## src/rtl/lifo_arbiter.sv

```systemverilog
// Round-robin arbiter sharing one LIFO among N_CLIENTS push/pop requesters.
// Optional `LIFO_ARB_PRIO_EN`: client 0 gets strict priority over the round-robin clients.
module lifo_arbiter #(
    parameter int unsigned N_CLIENTS  = 4,
    parameter int unsigned DWIDTH     = 16,
    parameter int unsigned AWIDTH     = 8,
    parameter int unsigned RD_LATENCY = 1
) (
    input  logic                        clk_i,
    input  logic                        arst_i,
    input  logic [N_CLIENTS-1:0]        push_valid_i,
    input  logic [N_CLIENTS*DWIDTH-1:0] push_data_i,
    output logic [N_CLIENTS-1:0]        push_ready_o,
    input  logic [N_CLIENTS-1:0]        pop_valid_i,
    output logic [N_CLIENTS-1:0]        pop_ready_o,
    output logic [N_CLIENTS-1:0]        pop_rsp_valid_o,
    output logic [DWIDTH-1:0]           pop_rsp_data_o,
    output logic                        lifo_wrreq_o,
    output logic [DWIDTH-1:0]           lifo_data_o,
    output logic                        lifo_rdreq_o,
    input  logic [DWIDTH-1:0]           lifo_q_i,
    output logic [AWIDTH:0]             usedw_o
);

    localparam int unsigned     PtrW     = $clog2(N_CLIENTS);
    localparam logic [AWIDTH:0] Capacity = {1'b1, {AWIDTH{1'b0}}};
    localparam logic [AWIDTH:0] OccOne   = (AWIDTH + 1)'(1);
    localparam logic [PtrW-1:0] PtrOne   = PtrW'(1);
    localparam logic [PtrW-1:0] LastIdx  = PtrW'(N_CLIENTS - 1);

    logic [AWIDTH:0]                     occ_q, occ_d;
    logic [PtrW-1:0]                     rr_q, rr_d;
    logic                                wr_q, rd_q;
    logic [DWIDTH-1:0]                   wdata_q;
    logic [RD_LATENCY:0][N_CLIENTS-1:0]  tag_q;
    logic [N_CLIENTS-1:0]                rsp_valid_q;
    logic [DWIDTH-1:0]                   rsp_data_q;

    logic                 empty, full;
    logic [N_CLIENTS-1:0] pop_req, push_req, req, gnt_vec;
    logic                 gnt_any, gnt_push, gnt_pop;
    logic [PtrW-1:0]      gnt_idx;
    logic [DWIDTH-1:0]    gnt_data;

    // A pending pop masks the same client's push so the push retries later.
    always_comb begin
        empty    = (occ_q == '0);
        full     = (occ_q == Capacity);
        pop_req  = pop_valid_i & {N_CLIENTS{!empty}};
        push_req = push_valid_i & ~pop_req & {N_CLIENTS{!full}};
        req      = pop_req | push_req;
    end

    always_comb begin
        int              idx;
        logic [PtrW-1:0] cand;
        gnt_any = 1'b0;
        gnt_idx = '0;
        idx     = 0;
        cand    = '0;
`ifdef LIFO_ARB_PRIO_EN
        if (req[0]) gnt_any = 1'b1;
`endif
        for (int k = 0; k < int'(N_CLIENTS); k++) begin
            idx = int'(rr_q) + k;
            if (idx >= int'(N_CLIENTS)) idx = idx - int'(N_CLIENTS);
            cand = PtrW'(idx);
`ifdef LIFO_ARB_PRIO_EN
            if (!gnt_any && req[cand] && cand != '0) begin
`else
            if (!gnt_any && req[cand]) begin
`endif
                gnt_any = 1'b1;
                gnt_idx = cand;
            end
        end
    end

    always_comb begin
        gnt_vec = '0;
        if (gnt_any && !arst_i) gnt_vec[gnt_idx] = 1'b1;
        push_ready_o = gnt_vec & push_req;
        pop_ready_o  = gnt_vec & pop_req;
        gnt_push     = |push_ready_o;
        gnt_pop      = |pop_ready_o;
        gnt_data     = push_data_i[gnt_idx*DWIDTH +: DWIDTH];

        occ_d = occ_q;
        if (gnt_push)     occ_d = occ_q + OccOne;
        else if (gnt_pop) occ_d = occ_q - OccOne;

        rr_d = rr_q;
`ifdef LIFO_ARB_PRIO_EN
        if ((gnt_push || gnt_pop) && gnt_idx != '0)
`else
        if (gnt_push || gnt_pop)
`endif
            rr_d = (gnt_idx == LastIdx) ? '0 : gnt_idx + PtrOne;
    end

    // tag_q[k] carries the popping client's one-hot; the last stage lines up with lifo_q_i.
    always_ff @(posedge clk_i or posedge arst_i) begin
        if (arst_i) begin
            occ_q       <= '0;
            rr_q        <= '0;
            wr_q        <= 1'b0;
            rd_q        <= 1'b0;
            wdata_q     <= '0;
            tag_q       <= '0;
            rsp_valid_q <= '0;
            rsp_data_q  <= '0;
        end else begin
            occ_q       <= occ_d;
            rr_q        <= rr_d;
            wr_q        <= gnt_push;
            rd_q        <= gnt_pop;
            if (gnt_push) wdata_q <= gnt_data;
            tag_q       <= {tag_q[RD_LATENCY-1:0], pop_ready_o};
            rsp_valid_q <= tag_q[RD_LATENCY];
            if (|tag_q[RD_LATENCY]) rsp_data_q <= lifo_q_i;
        end
    end

    assign lifo_wrreq_o    = wr_q;
    assign lifo_rdreq_o    = rd_q;
    assign lifo_data_o     = wdata_q;
    assign pop_rsp_valid_o = rsp_valid_q;
    assign pop_rsp_data_o  = rsp_data_q;
    assign usedw_o         = occ_q;

endmodule

```

## config.mk

```make
export PLATFORM = sky130hd
export DESIGN_NAME = lifo_arbiter
export DESIGN_NICKNAME = d
export VERILOG_FILES = /design/src/rtl/lifo_arbiter.sv
export SDC_FILE = /design/constraint.sdc
export NUM_CORES = 1
export LEC_CHECK = 0
export ABC_AREA = 0
export BUFFER_PORTS_ARGS = -buffer_cell sky130_fd_sc_hd__buf_2
export CELL_PAD_IN_SITES_DETAIL_PLACEMENT = 1
export CELL_PAD_IN_SITES_GLOBAL_PLACEMENT = 1
export CORE_UTILIZATION = 29
export CTS_CLUSTER_SIZE = 24
export DETAILED_ROUTE_END_ITERATION = 16
export HOLD_SLACK_MARGIN = 0.15
export PLACE_DENSITY = 0.68
export SYNTH_ARGS = -nofsm -noshare
export SYNTH_HDL_FRONTEND = slang
export SYNTH_SLANG_ARGS = --single-unit
```

## constraint.sdc

```tcl
create_clock -name clk_i -period 11.4 [get_ports clk_i]
set_clock_uncertainty 0.2 [all_clocks]
set_input_delay 3.42 -clock clk_i [delete_from_list [all_inputs] [get_ports clk_i]]
set_output_delay 3.42 -clock clk_i [all_outputs]
set_load 0.05 [all_outputs]
```

**Yosys cells after proc, flatten, opt, wreduce, memory -nomap -nowiden**

Index checks and enable logic that the tools add are counted.

- Register bits after elaboration: 57
- Bits in latches: 0
- Bits in writable memories: 0
- Memory bits (read-only): 0
- Input port bits: 90
- Memories kept: 0

- Add/subtract/negate cells: 10
- $mul: 0
- Divide/modulo/power cells: 0
- Magnitude comparators: 10
- Equal/unequal tests: 2
- Shift operators: 1
- Multiplexer cells: 26
- Bitwise logic cells: 7
- Reductions and logical operators: 17

Operator list:

| kind | count |
|---|---|
| indexed part select 64 x 7 -> 16 bit | 1 |
| bitwise AND 4 bit | 5 |
| 2-to-1 mux 2 bit | 9 |
| 2-to-1 mux 9 bit | 2 |
| < comparator 2 x 3 -> 1 bit, second input constant | 5 |
| OR reduction 4 bit | 3 |
| adder 9 x 1 -> 9 bit, second input constant | 1 |
| equality test 9 bit, second input constant | 1 |
| >= comparator 3 bit, second input constant | 3 |
| zero test 9 bit | 1 |
| 2-to-1 mux 1 bit | 9 |
| subtractor 9 x 1 -> 9 bit, second input constant | 1 |
| binary-select mux 1 bit (select 2 bit) | 4 |
| subtractor 2 x 1 -> 2 bit, second input constant | 4 |
| adder 2 x 2 -> 3 bit, second input constant | 2 |
| zero test 1 bit | 6 |
| logical AND 1 bit | 5 |
| 2-to-1 mux 4 bit | 1 |
| NOT 4 bit | 1 |
| bitwise OR 4 bit | 1 |
| adder 2 x 1 -> 3 bit, second input constant | 1 |
| >= comparator 2 x 3 -> 1 bit, second input constant | 1 |
| adder 2 x 1 -> 2 bit, second input constant | 1 |
| demux 1 bit (select 2 bit) | 1 |
| other kinds (4) | 4 |

**Longest topological paths before layout**

- Depth after elaboration: 28
- Mapped depth: 22
- Depth with buffers taken out: 19

**Least setup slack after synthesis**

Ideal clock, no wire load.

- Kind: input-to-output
- Start: input arst_i
- End: output push_ready_o[0]
- Arrival: 6312 ps
- Setup slack: 1468 ps
- Stages: 4
- Path through: inv_1 -> nand3_1 -> o21bai_1 -> nor3_1

- Longest elaborated chain between the ends: 4

Ends and longest elaborated chain:

| item | line | source |
|---|---|---|
| start: declaration | 10 | `input logic arst_i,` |
| zero test 1 bit (no line) | - |  |
| logical AND 1 bit | 81 | `if (gnt_any && !arst_i) gnt_vec[gnt_idx] = 1'b1;` |
| 2-to-1 mux 4 bit | 81 |  |
| bitwise AND 4 bit | 82 | `push_ready_o = gnt_vec & push_req;` |
| end: declaration | 13 | `output logic [N_CLIENTS-1:0] push_ready_o,` |

No other way between the ends.

**Final worst setup path**

- Start: input push_valid_i[2]
- End: output push_ready_o[3]

- Longest elaborated chain between the ends: 21
- Elaborated cells on any way between the ends: 33
- Classes of those cells: 2 x order compare; 19 x mux; 4 x bitwise; 8 x reduce/logical

Ends and longest elaborated chain:

| item | line | source |
|---|---|---|
| start: declaration | 11 | `input logic [N_CLIENTS-1:0] push_valid_i,` |
| bitwise AND 4 bit * (2 in a row) | 50 | `push_req = push_valid_i & ~pop_req & {N_CLIENTS{!full}};` |
| bitwise OR 4 bit * | 51 | `req = pop_req \| push_req;` |
| binary-select mux 1 bit (select 2 bit) | 71 | `if (!gnt_any && req[cand]) begin` |
| 2-to-1 mux 1 bit (not written as such) | 71 |  |
| 2-to-1 mux 1 bit | 71 |  |
| zero test 1 bit | 71 |  |
| logical AND 1 bit | 71 |  |
| 2-to-1 mux 1 bit | 71 |  |
| [4 not listed] | - |  |
| logical AND 1 bit | 71 |  |
| 2-to-1 mux 2 bit | 71 |  |
| < comparator 2 x 3 -> 1 bit (not written as such) or >= comparator 2 x 1 -> 1 bit (tied branches) | 81 |  |
| logical AND 1 bit (not written as such) | 81 |  |
| 2-to-1 mux 1 bit (not written as such) | 81 |  |
| demux 1 bit (select 2 bit) | 81 |  |
| 2-to-1 mux 4 bit * | 81 |  |
| bitwise AND 4 bit * | 82 |  |

Every way passes the cells marked *; elsewhere a longest branch is shown, timed or not. The select of a mux whose other input is x is not followed.

==> results by group <==
Place
  – Port bufs: between 100 and 150
  – Hpwl dp: 7870 µm
  – Placed cell area: between 4000 and 5000 µm²
  – GP Congestion: approximately 0.82

Yosys
  – Asr flop ratio synth: 100%
  – Adder-Cell Fraction of Synth Area: 0.752%
  – Post-Synth Simple-Gate Area: 15.2%
  – Largest family of logic cells by synthesized area: compound AO/OA/AOI/OAI gates
  – Number of synthesized register bits: 57
  – Synth warnings: 0
  – Synth Area in Compound Gates: 17.5%
  – Post-synthesis cell type count: 59
  – Syn nets: approximately 420
  – Netlist Area Pre-Place: 3330 µm²
  – Register area share after synthesis: 42.8%
  – Synth Flop Type: dfrtp_1
  – Avg Inst Size Synth: about 10 µm²
  – Xor/xnor share of the synthesized area: 2.10%
  – Cells after Synth: 327
  – Mux contribution to synthesized area: 16.8%
  – Number of synthesized flops with an enable pin: 0

Cells and area
  – Area added between synthesis and finish: 33.8%
  – Multi-input gate area: 1760 µm²
  – Commonest non-fill, non-tap cell in the layout: buf_2
  – Commonest cells after routing, fill and taps aside: buf_2 (144), dfrtp_1 (57), nand2_1 (39), o21ai_0 (33), mux2_2 (32)
  – NumNets Final: about 560
  – Ant. Diodes: 0
  – Final core utilization: 40.4%
  – Reg area: 1430 µm²
  – Filler cell count: 1,274
  – Design area: 4450 µm²
  – Share of layout cells above drive strength 1: 45.5%

Hold path
  – Hold crit path type: reg2reg
  – Hold EP: tag_q[5]
  – Min-delay src: tag_q[1]
  – Worst hold stages: 0

Global route
  – Grt total ovfl: 0
  – Vias in the first global route: 3,114
  – Total GRT Usage: 17.6%
  – Initial antenna violation count: 0
  – Largest net degree at the start of global routing: between 40 and 50
  – First-pass GRT wire length: 15,900 µm

Timing
  – Minimum clock period: around 9300 ps
  – Sum Neg Setup Slack: 0 ps
  – Final Max Slew Viols: 0
  – Endpoints failing hold: 0
  – Unrepaired setup endpoints after global routing: no
  – Setup violators final: 0
  – Slew at the pin with the worst max-slew slack: 996 ps
  – Maximum clock frequency: 107 MHz
  – Slew Limit Headroom: roughly 33%
  – Final period utilization: 82.0%

Clock network
  – Root Driver: clkbuf_16
  – Clock Tree Buf Depth: 2
  – H-tree depth: 3
  – Skew-Pair Late Insertion Delay: 320 ps
  – Post-CTS sizing: 0
  – Post-CTS Setup Repair Bufs: 0
  – Post-CTS Hold Fix Bufs: 1
  – Clock transition at path regs: approximately 50 ps
  – CTS sink cnt: 57
  – Num CTS Buffers: 9
  – TritonCTS clock tree: done

Worst setup path
  – R2R Path End: usedw_o[8]
  – Flop2flop setup slack: between 5000 and 6000 ps
  – Reg2reg start: usedw_o[2]
  – Worst setup path category: in2out
  – Reg2Reg Depth: 20
  – Crit end category: output port
  – Setup crit start kind: input pin
  – Max FO, Critical Path: 13
  – Data arrival, critical path: around 5700 ps
  – Critical path required time: 7780 ps

Detailed routing
  – DR WL/cell: 16.8 µm
  – Residual DRC: 0
  – Initial DRC Count: 95
  – Drt first pass iters: 4
  – Via density: just over 5
  – ANT nets after route: 0
  – WL final: 10,300 µm
  – Vias: 3,088

Outcome
  – Status: finished, final reports clean

Die
  – Core box area: 11,000 µm²
  – Die width: between 100 and 150 µm
  – Die area: 11,900 µm²
  – IO Pins: 145
  – Die Y: 109 µm
  – Row count: 38
  – Initial Util: a little under a third

Power
  – Design Power: between 1.5 and 2 mW
  – Leakage: around 2.2 nW
  – Worst vdd rail ir drop: 0.151 mV
  – P per Cell Area: 339 nW/µm²

Flow run
  – Max Cap Viol: 0
## cell families after synthesis
kind of cell / after synthesis
xor gates and xnor gates: 8
buffers and inverters: 31
and+or+nand+nor: 98
muxes: 51
AOI/OAI and AO/OA: 80
DFF: 57
adders and majority gates: 2
## layer usage
metal | wire length [µm] | track usage [%] | vias to the layer above | part of all wire [%]
met5 | 0 | 0 | - | 0
met4 | 125 | 6.08 | 0 | 1.2
met3 | 638 | 3.53 | 9 | 6.2
met2 | 5130 | 30.5 | 102 | 50
met1 | 4370 | 21.5 | 1504 | 43
li1 | - | - | 1473 | -
## final cells by class
class                      instances  area share (%)
clock buffer                      12            5.76
clock inverter                     3           0.899
inverter                          10           0.843
multi-input combinational        239            39.5
sequential                        57            32.0
tap                              140            3.93
timing repair buffer             149            17.1
## cells in the mapped netlist (3+ instances only)
library cell | instances | share of area [%]
and2_1 | 3 | 0.56
mux2_2 | 32 | 11
nand2_1 | 39 | 4.4
buf_6 | 4 | 1.4
o21ai_0 | 33 | 5.0
nor4_1 | 4 | 0.75
clkbuf_1 | 9 | 1.0
o21ai_1 | 6 | 0.90
o21a_1 | 5 | 1.1
o211ai_1 | 5 | 1.1
a41oi_1 | 4 | 1.1
nor3_1 | 6 | 0.90
nor2_1 | 12 | 1.4
inv_1 | 9 | 1.0
nand3_1 | 8 | 1.2
xnor2_1 | 6 | 1.6
or4_1 | 4 | 0.90
dfrtp_1 | 57 | 43
buf_2 | 7 | 1.1
a31oi_1 | 4 | 0.75
mux2i_1 | 17 | 5.1
and3_1 | 6 | 1.1
## flip-flops by register name, summed over array words and instances, names as in the netlist
signal,cells
lifo_data_o,16
lifo_rdreq_o,1
lifo_wrreq_o,1
pop_rsp_data_o,16
pop_rsp_valid_o,4
rr_q,2
tag_q,8
usedw_o,9
## per-stage QoR
stage | setup WS, ps | hold slack [ps] | std cells
after CTS | 2070 | 158 | 610
after detailed placement | 2070 | 139 | 594
after global placement | 2160 | 135 | 594
final | 2050 | 155 | 610
after global routing | 1840 | 161 | 610
after floorplan | 1470 | 131 | 327
## critical path: stages
cell,delay (ps)
buf_2,140
or4_1,570
nand4_1,140
o211ai_1,170
nor2_4,380
ha_1,240
nand2_1,60
a211oi_1,270
buf_2,330
## worst max path at each step
stage | from | end | slack, ps | cells after the start
after floorplan | arst_i | push_ready_o[0] | 1470 | 4
after global placement | push_valid_i[2] | push_ready_o[3] | 2160 | 9
after detailed placement | push_valid_i[2] | push_ready_o[3] | 2070 | 9
after CTS | push_valid_i[2] | push_ready_o[3] | 2070 | 9
after global routing | pop_valid_i[2] | push_ready_o[3] | 1840 | 12
final | push_valid_i[2] | push_ready_o[3] | 2050 | 9
## where the power goes
group	total (mW)	switching (mW)	internal, mW
Combinational	0.869	0.590	0.280
Sequential	0.374	0.0824	0.292
Clock	0.267	0.0884	0.179
Note: power is estimated with default switching activity, not from simulation.
